`config.mk`:
```
export PLATFORM = sky130hd
export DESIGN_NAME = uart_cmd_wrapper_flat
export DESIGN_NICKNAME = d
export VERILOG_FILES = /design/src/rtl/uart_cmd_pkg.sv /design/src/rtl/uart_cmd_if.sv /design/src/rtl/inter_byte_timer.sv /design/src/rtl/uart_cmd_wrapper.sv /design/src/flat_wrapper.sv
export SDC_FILE = /design/constraint.sdc
export NUM_CORES = 1
export LEC_CHECK = 0
export ABC_AREA = 1
export BUFFER_PORTS_ARGS = -buffer_cell sky130_fd_sc_hd__buf_2
export CORE_UTILIZATION = 39
export DETAILED_ROUTE_END_ITERATION = 10
export GPL_TIMING_DRIVEN = 1
export HOLD_SLACK_MARGIN = 0.12
export PLACE_DENSITY_LB_ADDON = 0.05
export SLEW_MARGIN = 0
export SYNTH_ARGS = -nofsm -noshare
export SYNTH_HDL_FRONTEND = slang
export SYNTH_SLANG_ARGS = --single-unit
```
`constraint.sdc`:
```
create_clock -name clk -period 3 [get_ports clk]
set_input_delay 0.3 -clock clk [delete_from_list [all_inputs] [get_ports clk]]
set_output_delay 0.3 -clock clk [all_outputs]
set_load 0.01 [all_outputs]
```
`src/rtl/uart_cmd_pkg.sv`:
```
// Shared types and widths for the UART command wrapper: the rx/tx state
// encodings and the command/byte sizes.
package uart_cmd_pkg;

  localparam int CMD_W  = 24;
  localparam int BYTE_W = 8;

  typedef enum logic [1:0] {
    B_HIGH,
    B_MID,
    B_LOW,
    FULL
  } rx_state_t;

  typedef enum logic {
    TX_IDLE,
    TX_BUSY
  } tx_state_t;

endpackage

```
`src/rtl/uart_cmd_if.sv`:
```
// Consumer-side bus of the UART command wrapper: assembled command with its
// ready/release handshake, and the one-byte response request/completion.
interface uart_cmd_if;
  import uart_cmd_pkg::*;

  logic [CMD_W-1:0]  cmd;
  logic              cmd_rdy;
  logic              clr_cmd_rdy;
  logic              send_resp;
  logic [BYTE_W-1:0] resp_data;
  logic              resp_sent;

  modport master (
    input  cmd, cmd_rdy, resp_sent,
    output clr_cmd_rdy, send_resp, resp_data
  );

  modport slave (
    output cmd, cmd_rdy, resp_sent,
    input  clr_cmd_rdy, send_resp, resp_data
  );

endinterface

```
`src/rtl/inter_byte_timer.sv`:
```
// Counts idle cycles between bytes of one command; expired is asserted during
// the TIMEOUT_CYC-th enabled cycle after the last clear.
module inter_byte_timer #(
  parameter int TIMEOUT_CYC = 2_000_000,
  parameter int TO_W        = $clog2(TIMEOUT_CYC)
) (
  input  logic clk,
  input  logic rst,
  input  logic en,
  input  logic clr,
  output logic expired
);

  localparam logic [TO_W-1:0] LAST_CNT = TO_W'(TIMEOUT_CYC - 1);

  logic [TO_W-1:0] cnt_q, cnt_d;

  assign expired = en && (cnt_q == LAST_CNT);

  always_comb begin
    cnt_d = cnt_q;
    if (clr || expired) begin
      cnt_d = '0;
    end else if (en) begin
      cnt_d = cnt_q + TO_W'(1);
    end
  end

  // NOTE: state flops use non-blocking assignments so every flop samples
  // pre-edge values regardless of block ordering in simulation.
  always_ff @(posedge clk or posedge rst) begin
    if (rst) begin
      cnt_q <= '0;
    end else begin
      cnt_q <= cnt_d;
    end
  end

endmodule

```
`src/rtl/uart_cmd_wrapper.sv`:
```
// Assembles three UART bytes into a 24-bit command held until released, and
// forwards one-byte responses to the UART transmitter.
module uart_cmd_wrapper
  import uart_cmd_pkg::*;
#(
  parameter int TIMEOUT_CYC = 2_000_000,
  parameter int TO_W        = $clog2(TIMEOUT_CYC)
) (
  input  logic              clk,
  input  logic              rst,
  input  logic              rx_rdy,
  input  logic [BYTE_W-1:0] rx_data,
  output logic              clr_rx_rdy,
  output logic              trmt,
  output logic [BYTE_W-1:0] tx_data,
  input  logic              tx_done,
  uart_cmd_if.slave         cmd_bus
);

  rx_state_t         rx_state_q, rx_state_d;
  logic [CMD_W-1:0]  cmd_q, cmd_d;
  logic              cmd_rdy_q, cmd_rdy_d;

  tx_state_t         tx_state_q, tx_state_d;
  logic [BYTE_W-1:0] tx_data_q, tx_data_d;
  logic              trmt_q, trmt_d;
  logic              resp_sent_q, resp_sent_d;

  logic byte_take;
  logic to_en;
  logic to_expired;

  // FULL applies back-pressure: the receiver keeps its byte until release.
  assign byte_take  = rx_rdy && (rx_state_q != FULL);
  assign clr_rx_rdy = byte_take;
  assign to_en      = (rx_state_q == B_MID) || (rx_state_q == B_LOW);

  inter_byte_timer #(
    .TIMEOUT_CYC (TIMEOUT_CYC),
    .TO_W        (TO_W)
  ) u_timer (
    .clk     (clk),
    .rst     (rst),
    .en      (to_en),
    .clr     (byte_take || !to_en),
    .expired (to_expired)
  );

  // NOTE: every always_comb output gets a default first so no path can
  // leave it unassigned and infer a latch.
  always_comb begin
    rx_state_d = rx_state_q;
    cmd_d      = cmd_q;
    unique case (rx_state_q)
      B_HIGH: begin
        if (byte_take) begin
          cmd_d[23:16] = rx_data;
          rx_state_d   = B_MID;
        end
      end
      B_MID: begin
        if (byte_take) begin
          cmd_d[15:8] = rx_data;
          rx_state_d  = B_LOW;
        end else if (to_expired) begin
          rx_state_d = B_HIGH;
        end
      end
      B_LOW: begin
        if (byte_take) begin
          cmd_d[7:0] = rx_data;
          rx_state_d = FULL;
        end else if (to_expired) begin
          rx_state_d = B_HIGH;
        end
      end
      FULL: begin
        if (cmd_bus.clr_cmd_rdy) rx_state_d = B_HIGH;
      end
      default: rx_state_d = B_HIGH;
    endcase
    cmd_rdy_d = (rx_state_q == FULL);
  end

  always_ff @(posedge clk or posedge rst) begin
    if (rst) begin
      rx_state_q <= B_HIGH;
      cmd_q      <= '0;
      cmd_rdy_q  <= 1'b0;
    end else begin
      rx_state_q <= rx_state_d;
      cmd_q      <= cmd_d;
      cmd_rdy_q  <= cmd_rdy_d;
    end
  end

  // A request while busy is dropped, leaving the in-flight byte untouched.
  always_comb begin
    tx_state_d  = tx_state_q;
    tx_data_d   = tx_data_q;
    trmt_d      = 1'b0;
    resp_sent_d = 1'b0;
    unique case (tx_state_q)
      TX_IDLE: begin
        if (cmd_bus.send_resp) begin
          tx_data_d  = cmd_bus.resp_data;
          trmt_d     = 1'b1;
          tx_state_d = TX_BUSY;
        end
      end
      TX_BUSY: begin
        if (tx_done) begin
          resp_sent_d = 1'b1;
          tx_state_d  = TX_IDLE;
        end
      end
      default: tx_state_d = TX_IDLE;
    endcase
  end

  always_ff @(posedge clk or posedge rst) begin
    if (rst) begin
      tx_state_q  <= TX_IDLE;
      tx_data_q   <= '0;
      trmt_q      <= 1'b0;
      resp_sent_q <= 1'b0;
    end else begin
      tx_state_q  <= tx_state_d;
      tx_data_q   <= tx_data_d;
      trmt_q      <= trmt_d;
      resp_sent_q <= resp_sent_d;
    end
  end

  assign cmd_bus.cmd       = cmd_q;
  assign cmd_bus.cmd_rdy   = cmd_rdy_q;
  assign cmd_bus.resp_sent = resp_sent_q;
  assign trmt              = trmt_q;
  assign tx_data           = tx_data_q;

endmodule

```
`src/flat_wrapper.sv`:
```
// flat-port wrapper written by rule: the top's interface ports become plain ports
module uart_cmd_wrapper_flat import uart_cmd_pkg::*;
#(
  parameter int TIMEOUT_CYC = 2_000_000,
  parameter int TO_W        = $clog2(TIMEOUT_CYC)
)
  (clk, rst, rx_rdy, rx_data, clr_rx_rdy, trmt, tx_data, tx_done, cmd_bus_cmd, cmd_bus_cmd_rdy, cmd_bus_resp_sent, cmd_bus_clr_cmd_rdy, cmd_bus_send_resp, cmd_bus_resp_data);
  uart_cmd_if cmd_bus_i ();
  input  logic clk;
  input  logic rst;
  input  logic rx_rdy;
  input  logic [BYTE_W-1:0] rx_data;
  output logic clr_rx_rdy;
  output logic trmt;
  output logic [BYTE_W-1:0] tx_data;
  input  logic tx_done;
  output wire logic [$bits(cmd_bus_i.cmd)-1:0] cmd_bus_cmd;
  output wire logic [$bits(cmd_bus_i.cmd_rdy)-1:0] cmd_bus_cmd_rdy;
  output wire logic [$bits(cmd_bus_i.resp_sent)-1:0] cmd_bus_resp_sent;
  input wire logic [$bits(cmd_bus_i.clr_cmd_rdy)-1:0] cmd_bus_clr_cmd_rdy;
  input wire logic [$bits(cmd_bus_i.send_resp)-1:0] cmd_bus_send_resp;
  input wire logic [$bits(cmd_bus_i.resp_data)-1:0] cmd_bus_resp_data;
  assign cmd_bus_cmd = cmd_bus_i.cmd;
  assign cmd_bus_cmd_rdy = cmd_bus_i.cmd_rdy;
  assign cmd_bus_resp_sent = cmd_bus_i.resp_sent;
  assign cmd_bus_i.clr_cmd_rdy = cmd_bus_clr_cmd_rdy;
  assign cmd_bus_i.send_resp = cmd_bus_send_resp;
  assign cmd_bus_i.resp_data = cmd_bus_resp_data;
  uart_cmd_wrapper #(.TIMEOUT_CYC(TIMEOUT_CYC), .TO_W(TO_W)) u_core (.clk(clk), .rst(rst), .rx_rdy(rx_rdy), .rx_data(rx_data), .clr_rx_rdy(clr_rx_rdy), .trmt(trmt), .tx_data(tx_data), .tx_done(tx_done), .cmd_bus(cmd_bus_i));
endmodule
```
==> results of run 1 <==
## flip-flops by register name, summed over array words and instances (netlist names)
signal	cells
u_core.cmd_bus.cmd_rdy	1
u_core.cmd_bus.resp_sent	1
u_core.rx_state_q	2
u_core.cmd_bus.cmd	24
u_core.tx_state_q	1
u_core.trmt	1
u_core.u_timer.cnt_q	21
u_core.tx_data	8
## how the worst min path moves through the flow
stage                                     endpoint  slack (ns)  cells after the start
final                        u_core.cmd_bus.cmd[8]        0.17                      3
after global routing             u_core.tx_data[1]        0.18                      3
after CTS                        u_core.tx_data[5]        0.15                      3
after detailed placement  u_core.cmd_bus.resp_sent        0.45                      2
after global placement    u_core.cmd_bus.resp_sent        0.44                      2
after floorplan           u_core.cmd_bus.resp_sent        0.40                      2
## cells in the final DEF, fill, tap and decap left out, drive strengths merged, types with 2 or more instances in the layout
master	netlist	routed
nand4	6	6
xor2	6	6
nor3b	4	4
nand2	89	89
dfrtp	59	59
xnor2	2	2
a21oi	6	6
clkinv	1	5
ha	6	6
o21ai	26	26
nor2	41	41
clkbuf	0	9
bufinv	0	2
inv	37	38
nand3	11	11
buf	5	58
nor3	8	8
## cells in the mapped netlist, types with 3 or more instances
cell type   n
a21oi_1     6
nand2_1    88
o21ai_0    26
inv_2       4
xor2_1      6
nor3_2      4
nor3b_2     4
ha_1        6
nand3_2     3
dfrtp_1    59
buf_2       3
nor3_1      3
nor2_1     34
inv_1      33
nand3_1     6
nor2_2      5
nand4_1     6
## metal layers
metal | global-route usage | part of all wire | vias up
li1 | - | - | 1109
met3 | 0.0343 | 0.044 | 6
met5 | 0 | 0 | -
met2 | 0.251 | 0.44 | 46
met4 | 0.0727 | 0.011 | 0
met1 | 0.227 | 0.51 | 1000
## through the flow
stage          hold WS (ns)  power (uW)
6_report              0.168        2640
5_1_grt               0.176        2830
4_1_cts               0.150        2680
3_5_place_dp          0.452        1870
3_3_place_gp          0.444        1860
2_1_floorplan         0.404        1620
## cells by family (layout without fill, tap and decap cells)
kind of cell	count (synthesis)	after routing	synth area share
AO/OA/AOI/OAI	35	35	0.0648
XOR/XNOR	8	8	0.0252
adder cells (fa/ha/maj)	6	6	0.0270
buffers and inverters	43	112	0.0680
flip-flops	59	59	0.531
AND/OR/NAND/NOR	161	161	0.284
## cell type report
type / instances / area (sq um) / area share
clock buffers: 9 / 124 / 0.0367
clock inverters: 7 / 100 / 0.0297
inverters: 38 / 143 / 0.0423
multi-input cells: 210 / 1110 / 0.331
flip-flops and latches: 59 / 1480 / 0.438
well taps: 96 / 120 / 0.0356
repair buffers: 58 / 293 / 0.0869
## worst max-delay path: cells and delay by family (launching register included)
family,cells,cell delay [ns]
and+or+nand+nor,1,0.14
buffers and inverters,3,0.34
adders and majority gates,1,0.23
DFF,1,0.43
## power by group through the flow
stage	clock [uW]	combinational [uW]	sequential, uW
3_5_place_dp	0	734	1130
2_1_floorplan	0	406	1210
6_report	798	719	1130
4_1_cts	823	733	1130
5_1_grt	852	819	1160
3_3_place_gp	0	727	1140
==> flow_summary.ini, run 1 <==
[placed_design]
gp_congestion = 0.791
place_hpwl_um = 3980
io_buffers = 57
place_inst = 461
pre_cts_slack_ns = 1.28
placedInstanceArea_sq_um = 3150

[setup_path]
crit_path_max_fanout = 6
critPathLaunchType = flop
r2r_end = u_core.u_timer.cnt_q[17]
critPathSlowestCell = dfrtp_1
endpoint = clr_rx_rdy
crit_arrival_ns = 1.46
r2r_cells = 7
crit_start = u_core.rx_state_q[0]
crit_chain = ha_1 > inv_1 > nand2_1 > inv_2 > buf_2
r2r-start = u_core.rx_state_q[0]
crit_path_max_incr_delay_ns = 0.43
endpoint_kind = primary output
r2r_slack_ns = 1.26
required_ns = 2.70
worst-setup-path-type = reg -> out

[clocking]
post_cts_buffers = 0
cts_hold_buf = 0
postCtsResizedCells = 0
cts_sinks = 59
cts.clk_slew.worst_paths_ns = 0.08
clkLatencyLatePin_ns = 0.32
numCtsBuffers = 9
cts_max_path_buffers = 2
tritoncts = built
h-tree-depth = 3
root_buffer = clkbuf_8

[floorplanning]
io_pins = 58
die_x_um = 86.4
start_util = 0.407
die_h_um = 86.4
die_area_sq_um = 7470
core_sq_um = 6830
rows = 30

[synth]
avgSynthCellArea_sq_um = 8.91
synth-seq-cells = 59
syn_area_sq_um = 2780
synth_top_area_share = 0.531
ys_warn_count = 0
synth.distinct_cells = 30
syn-num-nets = 340
synth-edff-count = 0
async_reset_ff_frac = 1.00
synth_area_leaders = dfrtp_1, nand2_1, o21ai_0
synthCells = 312
synth_area_leader_cell = dfrtp_1
ys_seq_area_frac = 0.531
ys.flop_type = dfrtp_1

[detailed_routing]
viasPerCell = 4.53
drcViolationCount = 0
drt_iter0_markers = 96
finalWirelength_um = 5620
wl_per_cell_um = 11.8
ant_nets = 0
dr.pass1.iters = 4
via_count = 2161

[timing]
rsz0062_at_grt = no
finalSetupViolCount = 0
period_share = 0.587
hold_violations = 0
slew_violations = 0
post-route-min-period_ns = 1.76
max_freq_mhz = 568
worst_slew_pin_slew_ns = 0.739
finalSetupTns_ns = 0
finClkSkew_ns = 0.0102
relSlewSlack = 0.507
worst_slack_ns = 1.24

[layout]
final_cell_count_no_fill = 477
antenna-diode-count = 0
nFillCells = 701
fin_area_sq_um = 3370
final_util = 0.493
nNetsFinal = 404
drive_above_1_share = 0.268
area_delta_synth_final_pct = 21.2

[global_route]
grt_pass1_vias = 2089
grt-ovfl-total = 0
grtUsageTotal = 0.165
antenna_found_initial = 0
grt_pass1_wl_um = 9460
grt_max_degree = 60

[pwr]
p_clk_frac = 0.302
ir_worst_vdd_mv = 0.370
intPower_uw = 1750
power_density_nw_per_um2 = 784
combPwrFrac = 0.272
p_sw_frac = 0.338
power_switching_uw = 893
pwr-share-seq = 0.426
leakage_uw = 0.00169

[outcome]
status = completed

[flow_run]
cap_violations = 0

[worst_hold_path]
min_path_type = in -> async
Note: power is estimated with default switching activity, not from simulation.
==> run 2: changes to the inputs <==
ABC_AREA = 0   (was 1)
clock period = 1.76 ns   (was 3 ns; I/O delays follow)
==> run 2 against run 1 <==
Net effect: the run now ends with setup timing left; via count fell by 9.6%; global-route usage up 0.22 points; sequential share of layout area down 3.1 points; clock power grew 53%; sequential cell count unchanged; clock skew shrank 0.0021 ns; first-iteration DRC count is 65% lower; non-clock buffer count is 45 higher; die area is 6.9% lower; critical path type is now reg -> reg; largest cell class unchanged.
==> flow_summary.ini, run 2 <==
[outcome]
violations = setup timing
status = complete, but fails checks

[setup_path]
endpoint_kind = flop
crit_path_max_incr_delay_ns = 0.54
crit_arrival_ns = 2.07
critPathSlowestCell = or4b_4
crit_path_max_fanout = 7
r2r_slack_ns = -0.1
r2r_cells = 5
r2r_end = u_core.u_timer.cnt_q[10]
required_ns = 1.97
r2r-start = u_core.u_timer.cnt_q[7]
crit_chain = or4b_4 > or3_4 > o211ai_4 > buf_6 > nor2_1
worst-setup-path-type = reg -> reg
critPathLaunchType = flop

[layout]
drive_above_1_share = 0.453
final_util = 0.569
layout_common_cells = dfrtp_1, buf_2, mux2_2
layout_commonest_cell = dfrtp_1
largest_reg_flops = 24
area_delta_synth_final_pct = 40.5
nNetsFinal = 345
antenna-diode-count = 0

[detailed_routing]
via_count = 1953
drt_iter0_markers = 34
ant_nets = 0
wl_per_cell_um = 13.3
drcViolationCount = 0
finalWirelength_um = 5290
viasPerCell = 4.89
dr.pass1.iters = 4

[timing]
max_freq_mhz = 538
rsz0062_at_grt = yes
finalSetupTns_ns = -1.83
slew_violations = 0
worst_slew_pin_slew_ns = 0.479
post-route-min-period_ns = 1.86
finClkSkew_ns = 0.00812
period_share = 1.06
worst_slack_ns = -0.0990
holdWs_ns = 0.323
hold_violations = 0
relSlewSlack = 0.681
finalSetupViolCount = 21

[pwr]
ir_worst_vdd_mv = 0.812
power_uw = 4910
combPwrFrac = 0.365
power_switching_uw = 1520
p_clk_frac = 0.247
intPower_uw = 3390
pwr-share-seq = 0.388
power_density_nw_per_um2 = 1350
p_sw_frac = 0.310
leakage_uw = 0.00169

[synth]
ys_warn_count = 0
synth-edff-count = 0
synthCells = 208
ys_seq_area_frac = 0.571
synth-seq-cells = 59
synth_area_leader_cell = dfrtp_1
syn_area_sq_um = 2580
avgSynthCellArea_sq_um = 12.4
synth_top_area_share = 0.571
ys_top_cells_by_count = dfrtp_1, mux2_2, nor2_1
async_reset_ff_frac = 1.00
synth.distinct_cells = 34
yosysMostFrequentCell = dfrtp_1
ys.flop_type = dfrtp_1
synth_area_leaders = dfrtp_1, mux2_2, ha_1
syn-num-nets = 236

[worst_hold_path]
hold_depth = 5
hold_start = cmd_bus_clr_cmd_rdy
min_path_type = in -> reg
hold_end = u_core.rx_state_q[1]

[clocking]
root_buffer = clkbuf_8
cts.clk_slew.worst_paths_ns = 0.06
tritoncts = built
cts_max_path_buffers = 2
h-tree-depth = 3
numCtsBuffers = 9
cts_sinks = 59
clkLatencyLatePin_ns = 0.33
post_cts_buffers = 0

[floorplanning]
io_pins = 58
die_area_sq_um = 6960
rows = 29
core_sq_um = 6390
start_util = 0.405
die_x_um = 83.4
die_h_um = 83.4

[global_route]
grt-ovfl-total = 0
antenna_found_initial = 0
grt_pass1_wl_um = 9140
grtUsageTotal = 0.167
grt_max_degree = 23
grt_pass1_vias = 1998

[flow_run]
cap_violations = 0

[placed_design]
io_buffers = 57
place_hpwl_um = 3610
gp_congestion = 0.800
pre_cts_slack_ns = -0.0654
-- run 2: critical path, delay by kind of cell (launching register included) --
family / cells / cell delay (ns)
flip-flops: 1 / 0.38
buffers and inverters: 1 / 0.16
AO/OA/AOI/OAI: 1 / 0.25
AND/OR/NAND/NOR: 3 / 0.95
-- run 2: power groups by stage --
stage	registers, uW	logic (uW)	clock network, uW
finish	1910	1790	1220
global route	1950	1960	1310
CTS	1910	1720	1250
detailed placement	1930	1680	0
global placement	1930	1680	0
floorplan	2110	767	0
-- run 2: how the worst max path moves through the flow --
stage / slack (ns) / cells after the start / to / startpoint
floorplan: -0.02 / 5 / u_core.u_timer.cnt_q[18] / u_core.u_timer.cnt_q[7]
CTS: -0.08 / 5 / u_core.u_timer.cnt_q[16] / u_core.u_timer.cnt_q[7]
global route: -0.15 / 5 / u_core.u_timer.cnt_q[10] / u_core.u_timer.cnt_q[7]
finish: -0.1 / 5 / u_core.u_timer.cnt_q[10] / u_core.u_timer.cnt_q[7]
global placement: -0.03 / 5 / u_core.u_timer.cnt_q[9] / u_core.u_timer.cnt_q[7]
detailed placement: -0.07 / 5 / u_core.u_timer.cnt_q[16] / u_core.u_timer.cnt_q[7]
-- run 2: cells by family after synthesis --
| logic type | share of synthesized area |
|---|---|
| xor gates and xnor gates | 0.0339 |
| buffers and inverters | 0.0261 |
| DFF | 0.571 |
| and+or+nand+nor | 0.142 |
| AOI/OAI and AO/OA | 0.0586 |
| muxes | 0.139 |
| adders and majority gates | 0.0290 |
-- run 2: layout make-up --
class / instances / area (sq um)
Timing Repair Buffer: 103 / 739
Clock buffer: 12 / 145
Tap cell: 77 / 96.3
Clock inverter: 4 / 50.0
Fill cell: 550 / 2760
Sequential cell: 59 / 1480
Multi-Input combinational cell: 136 / 1090
Inverter: 8 / 30.0
-- run 2: metal layers --
metal,GRT usage,routed length (um),vias to the layer above
li1,-,-,960
met1,0.222,2590,947
met2,0.260,2430,41
met3,0.0497,203,5
met4,0.0601,68,0
met5,0,0,-
-- run 2: stage by stage --
stage	cells	area (sq um)
2_1_floorplan	208	2580
3_3_place_gp	364	3180
3_5_place_dp	364	3180
4_1_cts	399	3570
5_1_grt	399	3630
6_report	399	3630
-- run 2: what timing repair did --
item | in CTS | in global routing
endpoints found under the hold margin | 54 | 0
resized for setup | 0 | 14
pin swaps | 0 | 2
cloned | 0 | 0
hold buffers | 19 | 0
endpoints found under the setup margin | 22 | 48
==> run 3: changes to the inputs <==
CORE_MARGIN = 2   (was not set)
==> run 3 against run 2 <==
Net effect: the flow still finishes with violations (setup timing); sequential cell count unchanged; register-to-register slack improved by 0.02 ns; clock power increased by 8%; core utilization increased by 0.74 points; clock-buffer cell count decreased by 1; sequential share of layout area decreased by 0.53 points; non-clock buffer count increased by 7; critical endpoint is now u_core.u_timer.cnt_q[20]; largest power group unchanged.
==> flow_summary.ini, run 3 (synthesis gave the netlist of run 2 again) <==
[clocking]
tritoncts = built
root_buffer = clkbuf_8
cts_max_path_buffers = 2
h-tree-depth = 3
cts.clk_slew.worst_paths_ns = 0.06
numCtsBuffers = 9
cts_sinks = 59
clkLatencyLatePin_ns = 0.33

[timing]
post-route-min-period_ns = 1.84
period_share = 1.04
rsz0062_at_grt = yes
finalSetupTns_ns = -1.24
max_freq_mhz = 544
hold_violations = 0
worst_slack_ns = -0.0788
finClkSkew_ns = 0.00789
relSlewSlack = 0.737
finalSetupViolCount = 21
slew_violations = 0
worst_slew_pin_slew_ns = 0.394

[layout]
fin_area_sq_um = 3680
nNetsFinal = 352
area_delta_synth_final_pct = 42.3
layout_commonest_cell = dfrtp_1
layout_common_cells = dfrtp_1, buf_2, mux2_2
nFillCells = 579
largest_reg_flops = 24
drive_above_1_share = 0.468
final_util = 0.576
antenna-diode-count = 0

[worst_hold_path]
min_path_type = in -> reg
hold_start = cmd_bus_clr_cmd_rdy

[floorplanning]
io_pins = 58
core_sq_um = 6390
die_area_sq_um = 7300
die_x_um = 85.4
start_util = 0.405
die_h_um = 85.4
rows = 29

[setup_path]
path_delay_family = simple AND/OR/NAND/NOR gates
crit_arrival_ns = 2.05
crit_path_max_fanout = 5
critPathLaunchType = flop
path_buf_inv = 1
crit_start = u_core.u_timer.cnt_q[7]
worst-setup-path-type = reg -> reg
critPathSlowestCell = or4b_4
r2r-start = u_core.u_timer.cnt_q[7]
crit_path_max_incr_delay_ns = 0.54
endpoint_kind = flop
required_ns = 1.97
crit_chain = or4b_4 > or3_4 > o211ai_4 > buf_4 > a21oi_1

[detailed_routing]
ant_nets = 0
finalWirelength_um = 5360
wl_per_cell_um = 13.2
drt_iter0_markers = 90
dr.pass1.iters = 4
via_count = 1955
drcViolationCount = 0
viasPerCell = 4.82

[placed_design]
io_buffers = 57
place_hpwl_um = 3820
placedInstanceArea_sq_um = 3210
gp_congestion = 0.755

[pwr]
power_uw = 5000
leakage_uw = 0.00173
power_density_nw_per_um2 = 1360
ir_worst_vdd_mv = 0.837

[flow_run]
cap_violations = 0

[global_route]
grt_pass1_vias = 1978
grt-ovfl-total = 0
antenna_found_initial = 0
grt_pass1_wl_um = 9260
grtUsageTotal = 0.164
grt_max_degree = 25

[outcome]
status = complete, but fails checks
violations = setup timing
run 3: final cells by class:
cell class	count	area, sq um	area share
flip-flops and latches	59	1480	0.401
repair buffers	110	776	0.211
inverters	8	30.0	0.00816
multi-input cells	136	1090	0.297
clock inverters	5	77.6	0.0211
clock buffers	11	131	0.0357
well taps	77	96.3	0.0262
run 3: tightest hold or removal path: cells and delay by family:
| family | cells | cell delay [ns] |
|---|---|---|
| buffers and inverters | 2 | 0.14 |
| and+or+nand+nor | 1 | 0.06 |
| AOI/OAI and AO/OA | 2 | 0.25 |
run 3: through the flow:
step | setup WS, ns | cells | hold WS (ns)
2_1_floorplan | -0.0228 | 208 | 0.306
6_report | -0.0788 | 406 | 0.326
3_3_place_gp | -0.0350 | 370 | 0.196
5_1_grt | -0.137 | 406 | 0.361
4_1_cts | -0.0784 | 406 | 0.315
3_5_place_dp | -0.0838 | 370 | 0.189
run 3: worst paths after layout:
kind                       depth (start not counted)  slack, ns                        to
setup / recovery                                   5      -0.08  u_core.u_timer.cnt_q[20]
hold / removal                                     5       0.33      u_core.rx_state_q[1]
setup reg to reg                                   5      -0.08  u_core.u_timer.cnt_q[20]
hold reg to reg                                    1       0.45   u_core.u_timer.cnt_q[0]
max in group asynchronous                          4       0.79     u_core.cmd_bus.cmd[8]
min in group asynchronous                          3       0.37     u_core.cmd_bus.cmd[4]
run 3: timing repair:
| action | 4_1_cts | 5_1_grt |
|---|---|---|
| buffers inserted | 1 | 0 |
| setup endpoints to repair | 21 | 46 |
| hold endpoints to repair | 50 | 0 |
| hold buffers | 19 | 0 |
| pin swaps | 1 | 0 |
| resized for setup | 9 | 6 |
run 3: power by group:
| group | total, uW | switching (uW) | leakage, uW | internal [uW] |
|---|---|---|---|---|
| sequential | 1910 | 167 | 0.000746 | 1740 |
| clock | 1320 | 522 | 0.000103 | 793 |
| combinational | 1780 | 829 | 0.000879 | 951 |
run 3: per-layer routing:
metal / part of all wire / up-vias / GRT usage
li1: - / 977 / -
met1: 0.48 / 926 / 0.216
met2: 0.45 / 42 / 0.249
met3: 0.042 / 10 / 0.0496
met4: 0.022 / 0 / 0.0779
met5: 0 / - / 0
